### src/rtl/paddle_track.sv
// Paddle on a 1-D track: divided step movement with saturation, ball-vs-paddle
// hit/miss detection with zone classification, and a blanking window after each result.
module paddle_track #(
    parameter int TRACK_W  = 128,
    parameter int PAD_LEN  = 16,
    parameter int MOVE_DIV = 4,
    parameter int HOLD_CYC = 8
) (
    input  logic                        clk,
    input  logic                        reset,
    input  logic                        kill,
    input  logic                        moveUp,
    input  logic                        moveDown,
    input  logic                        inPaddleRange,
    input  logic [$clog2(TRACK_W)-1:0]  ball_y,
    output logic [TRACK_W-1:0]          pad_map,
    output logic [$clog2(TRACK_W)-1:0]  pad_pos,
    output logic                        isHit,
    output logic                        miss,
    output logic [1:0]                  hit_zone
);

    localparam int YW  = $clog2(TRACK_W);
    localparam int YW1 = YW + 1;
    localparam int DW  = (MOVE_DIV > 1) ? $clog2(MOVE_DIV) : 1;
    localparam int HW  = (HOLD_CYC > 1) ? $clog2(HOLD_CYC) : 1;

    localparam logic [YW-1:0] CENTER    = YW'((TRACK_W - PAD_LEN) / 2);
    localparam logic [YW-1:0] MAX_POS   = YW'(TRACK_W - PAD_LEN);
    localparam logic [DW-1:0] DIV_LAST  = DW'(MOVE_DIV - 1);
    localparam logic [HW-1:0] HOLD_LAST = HW'(HOLD_CYC - 1);
    localparam logic [YW:0]   LEN_W     = YW1'(PAD_LEN);
    localparam logic [YW:0]   LOW_END   = YW1'(PAD_LEN / 4);
    localparam logic [YW:0]   HIGH_BEG  = YW1'(PAD_LEN - PAD_LEN / 4);

    function automatic logic [TRACK_W-1:0] base_mask();
        logic [TRACK_W-1:0] m;
        m = '0;
        for (int i = 0; i < PAD_LEN; i++) m[i] = 1'b1;
        return m;
    endfunction

    localparam logic [TRACK_W-1:0] BASE_MASK  = base_mask();
    localparam logic [TRACK_W-1:0] CENTER_MAP = BASE_MASK << CENTER;

    typedef enum logic [1:0] {
        OFF   = 2'd0,
        READY = 2'd1,
        HOLD  = 2'd2
    } state_t;

    state_t          state;
    logic [DW-1:0]   div_cnt;
    logic [HW-1:0]   hold_cnt;

    logic            move_req;
    logic            step;
    logic [YW-1:0]   pos_next;
    logic [DW-1:0]   div_next;
    logic [YW:0]     off;
    logic            in_pad;
    logic [1:0]      zone;

    assign move_req = moveUp ^ moveDown;
    assign step     = move_req && (div_cnt == '0);

    always_comb begin
        pos_next = pad_pos;
        if (step) begin
            if (moveUp) begin
                if (pad_pos != MAX_POS) pos_next = pad_pos + 1'b1;
            end else begin
                if (pad_pos != '0) pos_next = pad_pos - 1'b1;
            end
        end

        div_next = '0;
        if (move_req) div_next = (div_cnt == DIV_LAST) ? '0 : div_cnt + 1'b1;

        // A ball below the paddle wraps to a large value and falls out as a miss.
        off    = {1'b0, ball_y} - {1'b0, pad_pos};
        in_pad = off < LEN_W;
        if (off < LOW_END)        zone = 2'b01;
        else if (off >= HIGH_BEG) zone = 2'b11;
        else                      zone = 2'b10;
    end

    always_ff @(posedge clk) begin
        if (reset) begin
            state    <= READY;
            pad_pos  <= CENTER;
            pad_map  <= CENTER_MAP;
            div_cnt  <= '0;
            hold_cnt <= '0;
            isHit    <= 1'b0;
            miss     <= 1'b0;
            hit_zone <= 2'b00;
        end else if (kill) begin
            // Re-centre while killed so leaving OFF only has to relight the map.
            state    <= OFF;
            pad_pos  <= CENTER;
            pad_map  <= '0;
            div_cnt  <= '0;
            hold_cnt <= '0;
            isHit    <= 1'b0;
            miss     <= 1'b0;
            hit_zone <= 2'b00;
        end else begin
            isHit    <= 1'b0;
            miss     <= 1'b0;
            hit_zone <= 2'b00;
            case (state)
                OFF: begin
                    state   <= READY;
                    pad_map <= CENTER_MAP;
                end
                READY: begin
                    pad_pos <= pos_next;
                    pad_map <= BASE_MASK << pos_next;
                    div_cnt <= div_next;
                    if (inPaddleRange) begin
                        state    <= HOLD;
                        hold_cnt <= '0;
                        if (in_pad) begin
                            isHit    <= 1'b1;
                            hit_zone <= zone;
                        end else begin
                            miss     <= 1'b1;
                        end
                    end
                end
                HOLD: begin
                    pad_pos <= pos_next;
                    pad_map <= BASE_MASK << pos_next;
                    div_cnt <= div_next;
                    if (hold_cnt == HOLD_LAST) begin
                        state    <= READY;
                        hold_cnt <= '0;
                    end else begin
                        hold_cnt <= hold_cnt + 1'b1;
                    end
                end
                default: begin
                    state <= READY;
                end
            endcase
        end
    end

endmodule

### config.mk
export PLATFORM = sky130hd
export DESIGN_NAME = paddle_track
export DESIGN_NICKNAME = d
export VERILOG_FILES = /design/src/rtl/paddle_track.sv
export SDC_FILE = /design/constraint.sdc
export NUM_CORES = 1
export LEC_CHECK = 0
export CORE_MARGIN = 2
export CORE_UTILIZATION = 30
export CTS_BUF_LIST = sky130_fd_sc_hd__clkbuf_4 sky130_fd_sc_hd__clkbuf_8
export CTS_CLUSTER_DIAMETER = 80
export CTS_CLUSTER_SIZE = 25
export DETAILED_ROUTE_END_ITERATION = 8
export PLACE_DENSITY_LB_ADDON = 0.15
export SLEW_MARGIN = 20
export SYNTH_ARGS = -nofsm -noshare
export SYNTH_HDL_FRONTEND = slang
export SYNTH_SLANG_ARGS = --single-unit
### constraint.sdc
create_clock -name clk -period 3.9 [get_ports clk]
set_clock_uncertainty 0.2 [all_clocks]
set_input_delay 0.78 -clock clk [delete_from_list [all_inputs] [get_ports clk]]
set_output_delay 0.78 -clock clk [all_outputs]
set_load 0.02 [all_outputs]
## Word level (Yosys, flattened, before mapping)

Index checks and enable logic that the tools add are counted.

- $add $sub $neg: 5
- $lt $le $gt $ge: 3
- Shift-type cells: 1
- Multiplexer cells: 19
- Bitwise operators: 4
- Equality and inequality tests: 9
- Reduce and logical (&&, ||, !) cells: 15

Operator list:

| cell | count |
|---|---|
| $pmux W128 S2 | 1 |
| $shl A16 B7 Y128 const A | 1 |
| $mux W72 | 1 |
| $mux W7 | 4 |
| $ge A8 B4 Y1 const B | 1 |
| $lt A8 B3 Y1 const B | 1 |
| $lt A8 B5 Y1 const B | 1 |
| $mux W2 | 4 |
| $sub A7 B7 Y8 | 1 |
| $add A7 B1 Y7 const B | 1 |
| $ne A7 B7 Y1 const B | 1 |
| $reduce_bool A7 Y1 | 1 |
| $sub A7 B1 Y7 const B | 1 |
| $mux W3 | 2 |
| $ne A3 B3 Y1 const B | 2 |
| $pmux W3 S2 | 1 |
| $reduce_and A2 Y1 | 3 |
| $reduce_or A6 Y1 | 1 |
| $mux W1 | 5 |
| $reduce_or A5 Y1 | 1 |
| $eq A2 B2 Y1 const B | 2 |
| $logic_not A2 Y1 | 2 |
| $ne A2 B2 Y1 const B | 2 |
| $pmux W2 S2 | 1 |
| 11 further kinds | 15 |

- Output and inout port bits: 139
- Flip-flop bits (word level): 146
- Word-level logic and storage cells: 67
- Input port bits: 13

## Logic depth before layout (Yosys ltp)

Gate-level depths: netlist (run 1).

- Word-level depth: 7
- Gate-level depth with buffers: 13
- Depth with buffers taken out: 11

## Least setup slack after synthesis (run 1)

Ideal clock, no wire load.

- Kind: input to register
- From: in moveUp
- To: reg pad_map[58]
- Arrival time: 2.753 ns
- Path slack: 0.827 ns
- Stages: 10
- Setup time: 0.120 ns
- Data required time: 3.580 ns
- Path through: buf_6 buf_4 and4_1 o21a_1 and4_4 a311oi_4 buf_6 o21ai_4 mux2i_1 a211o_1

- Longest elaborated chain between the ends: 6
- Elaborated cells between the ends (all ways): 7
- Those cells by class: 1 x shift; 4 x mux; 1 x bitwise; 1 x reduce/logical

Ends and longest elaborated chain:

| element | line | text |
|---|---|---|
| start, declared | 12 | `input logic moveUp,` |
| $xor A1 B1 Y1 | 64 | `assign move_req = moveUp ^ moveDown;` |
| $logic_and A1 B1 Y1 | 65 | `assign step = move_req && (div_cnt == '0);` |
| $mux W7 (*) | 69 | `if (step) begin` |
| $shl A16 B7 Y128 (*) | 119, 134 |  |
| $pmux W128 S2 (*) | 112 | `case (state)` |
| $mux W72 (*) | 98 | `end else if (kill) begin` |
| end signal, assigned | 119 | `pad_map <= BASE_MASK << pos_next;` |
| end signal, assigned | 134 | `pad_map <= BASE_MASK << pos_next;` |
| end, declared | 16 | `output logic [TRACK_W-1:0] pad_map,` |

Every way passes the cells marked *; elsewhere a longest branch is shown, timed or not.
A chain may end at the register's enable or synchronous reset.

## Worst setup path in the final report (run 1)

- From: reg pad_pos[1]
- To: reg pad_map[86]

- Longest elaborated chain between the ends: 6
- Elaborated cells between the ends (all ways): 10
- Those cells by class: 2 x add/sub; 1 x eq/ne; 1 x shift; 5 x mux; 1 x reduce/logical

Ends and longest elaborated chain:

| element | line | text |
|---|---|---|
| start, declared | 17 | `output logic [$clog2(TRACK_W)-1:0] pad_pos,` |
| start signal, assigned | 118 | `pad_pos <= pos_next;` |
| start signal, assigned | 133 | `pad_pos <= pos_next;` |
| $sub A7 B1 Y7 (tied with other cells) | 73 | `if (pad_pos != '0) pos_next = pad_pos - 1'b1;` |
| $mux W7 (on tied branches) | 73, 71 |  |
| $mux W7 | 70 | `if (moveUp) begin` |
| $mux W7 (*) | 69 |  |
| $shl A16 B7 Y128 (*) | 119, 134 |  |
| $pmux W128 S2 (*) | 112 |  |

Marked as above.

==> results of run 1 <==
==> stage by stage <==
| stage | hold WS, ns | area [sq um] | util, % | worst slack, ns | total power, W |
|---|---|---|---|---|---|
| 5_1_grt | 0.277 | 8980 | 41.4 | 0.219 | 0.00363 |
| 3_5_place_dp | 0.241 | 8610 | 39.7 | 0.0558 | 0.00235 |
| 3_3_place_gp | 0.234 | 8610 | 39.7 | 0.114 | 0.00236 |
| 4_1_cts | 0.263 | 8980 | 41.4 | 0.418 | 0.00350 |
| 2_1_floorplan | 0.260 | 6600 | - | 0.827 | 0.00204 |
| 6_report | 0.259 | 8980 | 41.4 | 0.443 | 0.00346 |
==> sequential cells by signal, indices dropped and copies added (netlist names) <==
register and count:
isHit 1, div_cnt 2, hit_zone 2, pad_pos 7, pad_map 128, state 2
miss 1, hold_cnt 3
==> logic make-up (layout without fill, tap and decap cells) <==
family          count (synthesis)  after routing
mux                            16             16
xor+xnor                       20             20
flops                         146            146
buf+inv                        65            246
simple gates                  256            256
fa+ha+maj                      20             20
compound gates                201            201
==> critical path: stages (launching register included) <==
cell and delay (ns):
dfxtp_1 0.43, inv_1 0.17, ha_1 0.20, nor3b_2 0.44, a41oi_1 0.32, o21ai_2 0.35
o211ai_2 0.28, a21oi_2 0.53, xnor2_1 0.20, buf_4 0.15, o21ai_0 0.07
==> final cells by class <==
cell class                      instances  area [sq um]  area share [%]
Tap cell                              280           350            3.90
Sequential cell                       146          2920            32.6
Inverter                               18          67.6           0.753
Multi-Input combinational cell        513          3380            37.6
Timing Repair Buffer                  196          1890            21.0
Clock buffer                           17           234            2.61
Clock inverter                         15           138            1.53
==> cell usage in the layout, fill, tap and decap left out, types with 4 or more instances in the layout <==
master	count
o21a_1	6
buf_4	42
a22oi_1	23
nand2_1	84
and4_1	4
a221o_1	24
mux2i_1	14
xnor2_1	18
o21ai_0	50
inv_8	5
and2_1	5
nand4_1	5
a22o_1	20
ha_1	19
clkbuf_8	17
nor2_1	74
nand3_1	13
nor2b_1	7
dfxtp_1	146
clkdlybuf4s50_1	151
a211o_1	9
nand2b_1	18
nor2_2	4
a21oi_1	35
o211ai_1	6
inv_6	5
inv_1	17
nor3_1	12
==> report_power, final <==
part	total, W	switching (W)	internal [W]
logic	0.000745	0.000443	0.000302
registers	0.00158	0.0000407	0.00153
clock network	0.00114	0.000673	0.000471
total	0.00346	0.00116	0.00231
==> worst paths after layout <==
kind | start | end | slack, ns
min | pad_map[18] | pad_map[18] | 0.26
max | pad_pos[1] | pad_map[86] | 0.44
max reg2reg | pad_pos[1] | pad_map[86] | 0.44
min reg2reg | pad_map[18] | pad_map[18] | 0.26
==> metal layers <==
| metal | GRT usage, % | vias up | share of wire, % | wire length (um) |
|---|---|---|---|---|
| li1 | - | 2935 | - | - |
| met1 | 25.5 | 2763 | 49 | 10200 |
| met2 | 26.3 | 208 | 42 | 8720 |
| met3 | 5.49 | 24 | 7.1 | 1470 |
| met4 | 5.34 | 0 | 1.9 | 385 |
| met5 | 0 | - | 0 | 0 |
==> cells in the mapped netlist, drive strengths merged (3+ instances only) <==
cell	number	area share [%]
o211ai	7	0.87
nor2b	7	0.66
a211o	9	1.2
nor4	5	1.0
nand3	13	0.99
or3	3	0.28
and2	6	0.57
nand4	5	0.47
ha	19	3.6
nand2	85	4.9
o21ai	56	4.6
nand2b	18	1.7
and3	3	0.28
a32oi	3	0.40
and4	5	0.70
a221o	24	3.6
buf	20	2.0
a22oi	23	2.6
a21oi	38	3.1
xnor2	18	2.4
nand3b	3	0.34
nor3	15	1.5
o21a	6	0.68
dfxtp	146	44
a22o	20	2.7
nor2	78	4.6
inv	18	1.0
mux2i	15	2.5
clkbuf	27	1.6
==> results.yml, run 1 <==
setup_path:
  crit_type: "reg2reg"
  critPathCaptureType: "flip-flop"
  arrival_ns: 3.59
  cp_max_fo: 11
  r2r_cells: 10
  critPathLaunchType: "flip-flop"
  required_ns: 4.04
routing:
  vias: 5930
  initialDrtViolationCount: 446
  drc: 0
  wl_mm: 20.8
  vias_per_cell: 5.00
  dr.pass1.iters: 4
  post_drt_wl_per_cell_um: 17.5
  final_antenna_net_count: 0
global_routing:
  grt_util_all_layers_pct: 18.0
  antenna_found_initial: 0
  grt_max_degree: 77
  grt_pass1_wl_mm: 33.3
  grt_pass1_vias: 5763
  overflow: 0
synth:
  synth_edf_count: 0
  synth_cells: 724
  netlist_area_sq_mm: 0.00660
  synthArstFlopShare_pct: 0
  synth_fa_ha_area_share_pct: 3.90
  synth-xor-area-share_pct: 2.94
  synth_fp_nets: 757
  syn_area_per_cell_sq_um: 9.12
  synth_top_family_by_area: "compound AO/OA/AOI/OAI gates"
  yosysSeqAreaShare_pct: 44.3
  synthSimpleGateAreaFrac_pct: 19.6
  yosysWarnings: 0
  synth_compound_area_share_pct: 22.1
  synth_top_flop_cell: "dfxtp_1"
  ys_ff_latch: 146
  synthMuxAreaShare_pct: 2.63
  ys_types: 70
finish:
  finalNetCount: 925
  antenna_cells: 0
  drive_above_1_share_pct: 12.0
  final_cells: 1185
  fill_cells: 2157
  area_growth_syn_to_layout_pct: 36.0
timing:
  period_needed_ns: 3.46
  maxSlewHeadroom_pct: 57.9
  fmax_mhz: 289
  period_share_pct: 88.6
  setup_viol_count_final: 0
  tns_ns: 0
  worst_slew_pin_slew_ns: 0.632
  rsz0062_at_grt: "false"
  final_hold_viol_count: 0
  slew_viol_final: 0
floorplan:
  coreArea_sq_mm: 0.0217
  dieArea_sq_mm: 0.0232
  die_w_um: 152
  rows: 54
  start_util_pct: 30.4
  die_y_um: 152
  io_pins: 152
run:
  cap_violations: 0
clock_network:
  clk-insertion-delay-late_ns: 0.45
  cts_setup_buffers: 0
  clock-root-buffer: "clkbuf_8"
  cts-resized-gates: 0
  cts_tree: "yes"
  postCtsHoldBufs: 0
  path_clk_slew_ns: 0.09
  clock_path_buffers: 2
  cts_buffers: 17
  cts.sinks: 146
  htree_levels: 4
min_path:
  worst_hold_path_type: "reg2reg"
  hold-path-cell-count: 2
pwr:
  pwr_density_cell_mw_per_mm2: 386
  vdd_drop_max_uv: 222
  p_leak_nw: 3.34
place:
  port_buffers: 151
  hpwl_mm: 15.3
  gp_congestion: 0.843
  dp_cells: 1153
run_status:
  outcome: "completed"
No activity file was read; power rests on OpenSTA's default activity.
==> run 2: changes to the inputs <==
--- a/config.mk
+++ b/config.mk
@@ -16,3 +16,4 @@
 export SYNTH_ARGS = -nofsm -noshare
 export SYNTH_HDL_FRONTEND = slang
 export SYNTH_SLANG_ARGS = --single-unit
+export TNS_END_PERCENT = 30
==> results of run 2 <==
The final DEF is identical to that of run 1; final timing and power are the same.
